## config.mk

```make
export PLATFORM = sky130hd
export DESIGN_NAME = tristate_bus_rx_flat
export DESIGN_NICKNAME = d
export VERILOG_FILES = /design/src/rtl/tristate_bus_rx_if.sv /design/src/rtl/tristate_bus_rx.sv /design/src/flat_wrapper.sv
export SDC_FILE = /design/constraint.sdc
export NUM_CORES = 1
export LEC_CHECK = 0
export ABC_AREA = 0
export ABC_CLOCK_PERIOD_IN_PS = 2100
export CAP_MARGIN = 10
export CORE_MARGIN = 4
export CORE_UTILIZATION = 54
export CTS_CLUSTER_DIAMETER = 60
export DETAILED_ROUTE_END_ITERATION = 12
export PLACE_DENSITY = 0.78
export SLEW_MARGIN = 20
export SYNTH_ARGS = -nofsm -noshare
export SYNTH_HDL_FRONTEND = slang
export SYNTH_SLANG_ARGS = --single-unit
```

## constraint.sdc

```tcl
create_clock -name clk -period 2.1 [get_ports clk]
set_input_delay 0.315 -clock clk [delete_from_list [all_inputs] [get_ports clk]]
set_output_delay 0.315 -clock clk [all_outputs]
set_load 0.02 [all_outputs]
```

## src/rtl/tristate_bus_rx_if.sv

```systemverilog
// Bus-side and consumer-side signals of the two-channel tri-state bus receiver.
// The receiver connects through the slave modport, and the driver/consumer through the master modport.
interface tristate_bus_rx_if #(
  parameter int unsigned WIDTH = 4
);
  logic             enable;
  logic             bus;
  logic             sel;
  logic [WIDTH-1:0] ch0_data;
  logic             ch0_valid;
  logic             ch0_ready;
  logic             ch0_ovf;
  logic [WIDTH-1:0] ch1_data;
  logic             ch1_valid;
  logic             ch1_ready;
  logic             ch1_ovf;

  modport master (
    output enable, bus, sel, ch0_ready, ch1_ready,
    input  ch0_data, ch0_valid, ch0_ovf, ch1_data, ch1_valid, ch1_ovf
  );

  modport slave (
    input  enable, bus, sel, ch0_ready, ch1_ready,
    output ch0_data, ch0_valid, ch0_ovf, ch1_data, ch1_valid, ch1_ovf
  );
endinterface

```

## src/rtl/tristate_bus_rx.sv

```systemverilog
// Two-channel serial receiver on a shared strobe-qualified bus line. Words are assembled MSB-first,
// bus-idle timeout discards partial words, and there is a valid/ready output register per channel.
module tristate_bus_rx #(
  parameter int unsigned WIDTH    = 4,
  parameter int unsigned IDLE_MAX = 8
) (
  input  logic               clk,
  input  logic               rst_n,
  tristate_bus_rx_if.slave   bif
);
  localparam int unsigned CW = $clog2(WIDTH);
  localparam int unsigned IW = 8;

  // Only WIDTH-1 accumulated bits are kept: the oldest bit of a full shift
  // register is shifted out on the completing edge and is never observable.
  logic [WIDTH-2:0] part_q [2];
  logic [CW-1:0]    cnt_q  [2];
  logic [WIDTH-1:0] data_q [2];
  logic [IW-1:0]    idle_q;
  logic [1:0]       valid_q;
  logic [1:0]       ovf_q;
  logic [1:0]       ready;
  logic [1:0]       hit;
  logic [1:0]       done;
  logic [WIDTH-1:0] word;
  logic             flush;

  assign ready = {bif.ch1_ready, bif.ch0_ready};
  assign word  = {part_q[bif.sel], bif.bus};
  assign flush = bif.enable && (idle_q >= IW'(IDLE_MAX - 1));

  always_comb begin
    hit    = '0;
    done   = '0;
    hit[0] = ~bif.enable & ~bif.sel;
    hit[1] = ~bif.enable &  bif.sel;
    for (int unsigned c = 0; c < 2; c++) begin
      done[c] = hit[c] && (cnt_q[c] == CW'(WIDTH - 1));
    end
  end

  always_ff @(posedge clk or negedge rst_n) begin
    if (!rst_n) begin
      idle_q  <= '0;
      valid_q <= '0;
      ovf_q   <= '0;
      for (int unsigned c = 0; c < 2; c++) begin
        part_q[c] <= '0;
        cnt_q[c]  <= '0;
        data_q[c] <= '0;
      end
    end else begin
      if (bif.enable) begin
        if (idle_q != IW'(IDLE_MAX)) idle_q <= idle_q + 1'b1;
      end else begin
        idle_q <= '0;
      end

      for (int unsigned c = 0; c < 2; c++) begin
        if (flush) begin
          part_q[c] <= '0;
          cnt_q[c]  <= '0;
        end else if (hit[c]) begin
          part_q[c] <= word[WIDTH-2:0];
          cnt_q[c]  <= done[c] ? '0 : cnt_q[c] + 1'b1;
        end

        // A completion accepted in the same cycle as the pending word is consumed replaces it.
        if (done[c]) begin
          if (!valid_q[c] || ready[c]) begin
            data_q[c]  <= word;
            valid_q[c] <= 1'b1;
          end else begin
            ovf_q[c] <= 1'b1;
          end
        end else if (valid_q[c] && ready[c]) begin
          valid_q[c] <= 1'b0;
        end
      end
    end
  end

  assign bif.ch0_data  = data_q[0];
  assign bif.ch0_valid = valid_q[0];
  assign bif.ch0_ovf   = ovf_q[0];
  assign bif.ch1_data  = data_q[1];
  assign bif.ch1_valid = valid_q[1];
  assign bif.ch1_ovf   = ovf_q[1];
endmodule

```

## src/flat_wrapper.sv

```systemverilog
// flat-port wrapper written by rule: the top's interface ports become plain ports
module tristate_bus_rx_flat 
#(
  parameter int unsigned WIDTH    = 4,
  parameter int unsigned IDLE_MAX = 8
)
  (clk, rst_n, bif_enable, bif_bus, bif_sel, bif_ch0_ready, bif_ch1_ready, bif_ch0_data, bif_ch0_valid, bif_ch0_ovf, bif_ch1_data, bif_ch1_valid, bif_ch1_ovf);
  tristate_bus_rx_if #(.WIDTH(WIDTH)) bif_i ();
  input  logic clk;
  input  logic rst_n;
  input wire logic [$bits(bif_i.enable)-1:0] bif_enable;
  input wire logic [$bits(bif_i.bus)-1:0] bif_bus;
  input wire logic [$bits(bif_i.sel)-1:0] bif_sel;
  input wire logic [$bits(bif_i.ch0_ready)-1:0] bif_ch0_ready;
  input wire logic [$bits(bif_i.ch1_ready)-1:0] bif_ch1_ready;
  output wire logic [$bits(bif_i.ch0_data)-1:0] bif_ch0_data;
  output wire logic [$bits(bif_i.ch0_valid)-1:0] bif_ch0_valid;
  output wire logic [$bits(bif_i.ch0_ovf)-1:0] bif_ch0_ovf;
  output wire logic [$bits(bif_i.ch1_data)-1:0] bif_ch1_data;
  output wire logic [$bits(bif_i.ch1_valid)-1:0] bif_ch1_valid;
  output wire logic [$bits(bif_i.ch1_ovf)-1:0] bif_ch1_ovf;
  assign bif_i.enable = bif_enable;
  assign bif_i.bus = bif_bus;
  assign bif_i.sel = bif_sel;
  assign bif_i.ch0_ready = bif_ch0_ready;
  assign bif_i.ch1_ready = bif_ch1_ready;
  assign bif_ch0_data = bif_i.ch0_data;
  assign bif_ch0_valid = bif_i.ch0_valid;
  assign bif_ch0_ovf = bif_i.ch0_ovf;
  assign bif_ch1_data = bif_i.ch1_data;
  assign bif_ch1_valid = bif_i.ch1_valid;
  assign bif_ch1_ovf = bif_i.ch1_ovf;
  tristate_bus_rx #(.WIDTH(WIDTH), .IDLE_MAX(IDLE_MAX)) u_core (.clk(clk), .rst_n(rst_n), .bif(bif_i));
endmodule
```

==> results.py <==
metrics = {
    "yosys": {
        "synth_edf_count": 0,
        "muxShareOfSynthArea_pct": 16.3,
        "synth_fa_ha_area_share_pct": 3.35,
        "yosys.area.top_type": "dfrtp_1",
        "syn-num-nets": 141,
        "synth-compound-area-share_pct": 11.8,
        "synth_most_common_cell": "dfrtp_1",
        "synthFlopType": "dfrtp_1",
        "synth_top_family_by_area": "multiplexers",
        "synth-simple-area-share_pct": 14.1,
        "netlist_instances": 130,
        "async_reset_ff_share_pct": 100,
        "synth_xor_xnor_area_share_pct": 1.17,
        "synth_area_leaders": "dfrtp_1 (50%), o22ai_2 (8.4%), mux2_2 (8.3%)",
        "synthTopCellsByCount": "dfrtp_1 (30), nand2_1 (22), mux2i_1 (12)",
        "synth_top_area_share_pct": 50.3,
        "yosysSeqAreaShare_pct": 50.3,
        "synth_warnings": 0,
        "ys_seq_elements": 30,
        "synth.distinct_cells": 25,
        "synth_area_per_cell_um2": 11.5,
        "syn-cell-area_um2": 1490,
    },
    "global_routing": {
        "grt_usage_pct": 17.4,
        "grt_pass1_vias": 1001,
        "grt_max_degree": 33,
        "antenna_found_initial": 0,
        "grt_pass1_wl_um": 4500,
        "overflow": 0,
    },
    "sta": {
        "final.setup_skew_ns": 0.0104,
        "rsz0062_at_grt": "false",
        "max_freq_mhz": 547,
        "tightest_slew_ns": 0.568,
        "slew_headroom_pct": 62.1,
        "finalCritPeriodShare_pct": 87.1,
        "period_needed_ns": 1.83,
        "final_max_slew_viol_count": 0,
        "hold_viol_final": 0,
        "fin_tns_setup_ns": 0,
        "setup-violations-final": 0,
    },
    "layout": {
        "n_antenna_cell": 0,
        "fill_cells": 203,
        "instances_no_fill": 183,
        "syn2layout_area_growth_pct": 19.3,
        "fin_nets": 163,
        "finish.utilization_pct": 69.4,
        "drive_gt1_share_pct": 20.9,
    },
    "cts": {
        "numCtsBuffers": 5,
        "postCtsSetupRepairBufs": 0,
        "clk_latency_ns": 0.33,
        "cts_tree": "yes",
        "holdBufCountCts": 0,
        "htreeDepth": 2,
        "clk_pin_slew_ns": 0.09,
        "cts_root_buf": "clkbuf_4",
        "post_cts_resized": 0,
        "cts_buffer_depth": 2,
        "clock_sinks": 30,
    },
    "detailed_routing": {
        "via_count": 1033,
        "first_iter_violations": 24,
        "dr.max_layer_used": "met4",
        "dr_wl_met2_um": 1330,
        "wl_per_cell_um": 14.7,
        "post-route-drc-count": 0,
        "drtPass1Iterations": 4,
        "antenna_left": 0,
        "drt-vias-per-instance": 5.64,
        "wirelength_um": 2690,
        "wl_met3_um": 103,
        "met1_length_um": 1180,
    },
    "worst_setup_path": {
        "arrival_ns": 2.09,
        "worstPathMaxFanout": 10,
        "critPathLaunchType": "register",
        "crit_type": "register to register",
        "end_kind": "register",
        "cp.required_ns": 2.36,
    },
    "pwr": {
        "ir_worst_vdd_v": 0.00102,
        "leakagePower_nw": 0.803,
        "p_per_area_nw_per_um2": 1010,
    },
    "die": {
        "die_area_um2": 3670,
        "die_width_um": 60.6,
        "fp.coreArea_um2": 2570,
        "fp.dieH_um": 60.6,
        "std_cell_rows": 18,
        "ioPinCount": 19,
        "start_util_pct": 58.2,
    },
    "placement": {
        "place.gp.congestion": 0.738,
        "place.detailed.hpwl_um": 1940,
        "io_buffers": 18,
        "dpl.cell_count": 175,
    },
    "status": {
        "status": "completed",
    },
    "hold_path": {
        "hp-class": "input pin to asynchronous set/reset pin",
    },
    "job": {
        "drv_cap": 0,
    },
}
[worst paths after layout]
path                            slack (ns)  depth (start not counted)             start          endpoint
worst max-delay path                  0.27                          3  u_core.idle_q[7]  u_core.part_q[5]
worst min-delay path                  0.36                          2             rst_n   u_core.cnt_q[2]
worst max register to register        0.27                          3  u_core.idle_q[7]  u_core.part_q[5]
worst min register to register        0.50                          1   u_core.ovf_q[1]   u_core.ovf_q[1]
max in group asynchronous             1.46                          2             rst_n   u_core.cnt_q[1]
min in group clk                      0.50                          1   u_core.ovf_q[1]   u_core.ovf_q[1]
[kinds of logic (layout without fill, tap and decap cells)]
kind of cell,Yosys count,count (layout)
compound gates,18,18
xor+xnor,2,2
fa+ha+maj,4,4
buf+inv,10,33
flops,30,30
mux,23,23
simple gates,43,43
[report_power, final]
group | total [mW] | switching (mW) | internal (mW)
logic | 0.564 | 0.265 | 0.299
clock network | 0.446 | 0.193 | 0.252
registers | 0.796 | 0.0900 | 0.706
[flip-flops by register name, indices dropped and copies added (netlist names)]
| name | flops |
|---|---|
| u_core.idle_q | 8 |
| u_core.part_q | 6 |
| u_core.bif.ch0_data | 4 |
| u_core.bif.ch1_data | 4 |
| u_core.cnt_q | 4 |
| u_core.ovf_q | 2 |
| u_core.valid_q | 2 |
[through the flow]
stage | total power, mW | hold WS [ns] | worst slack [ns] | instance area, um2
2_1_floorplan | 1.14 | 0.0194 | 0.520 | 1490
3_3_place_gp | 1.35 | 0.460 | 0.298 | 1710
3_5_place_dp | 1.38 | 0.478 | 0.228 | 1710
4_1_cts | 1.83 | 0.356 | 0.267 | 1780
5_1_grt | 1.91 | 0.374 | 0.210 | 1780
6_report | 1.81 | 0.361 | 0.271 | 1780
[placed cells by master (no fill, tap or decap), types with 2 or more instances in the layout]
cell type,netlist,layout
dfrtp_1,30,30
nand2_1,22,22
clkdlybuf4s50_1,0,18
mux2i_1,12,12
mux2_2,11,11
o22ai_2,10,10
clkbuf_4,0,5
nand3_1,4,4
ha_1,4,4
buf_4,0,4
inv_1,3,3
nand2b_1,3,3
nor3_1,3,3
nor2_1,2,2
xnor2_1,2,2
and2_1,2,2
nand3b_1,2,2
o21bai_1,2,2
o21ai_0,2,2
or3_1,2,2
a21boi_0,2,2
clkbuf_1,6,2
[area by class of cell]
class                   instances  area, um2  area share [%]
flip-flops and latches         30        751            42.1
inverters                       3       11.3           0.632
clock buffers                   7       45.0            2.53
clock inverters                 1       30.0            1.68
well taps                      30       37.5            2.11
repair buffers                 22        210            11.8
multi-input cells              90        698            39.2
[routing by layer]
| metal | vias to the layer above | track usage (%) |
|---|---|---|
| met2 | 14 | 27.2 |
| met3 | 8 | 4.89 |
| met4 | 0 | 11.1 |
| li1 | 497 | - |
| met1 | 514 | 21.0 |
| met5 | - | 0 |
[critical path: stages, from the launching register on]
cell and delay, ns:
dfrtp_1 0.40, or4_4 0.54, or3b_1 0.62, o22ai_2 0.20
Power figures use the tool's default switching activity.
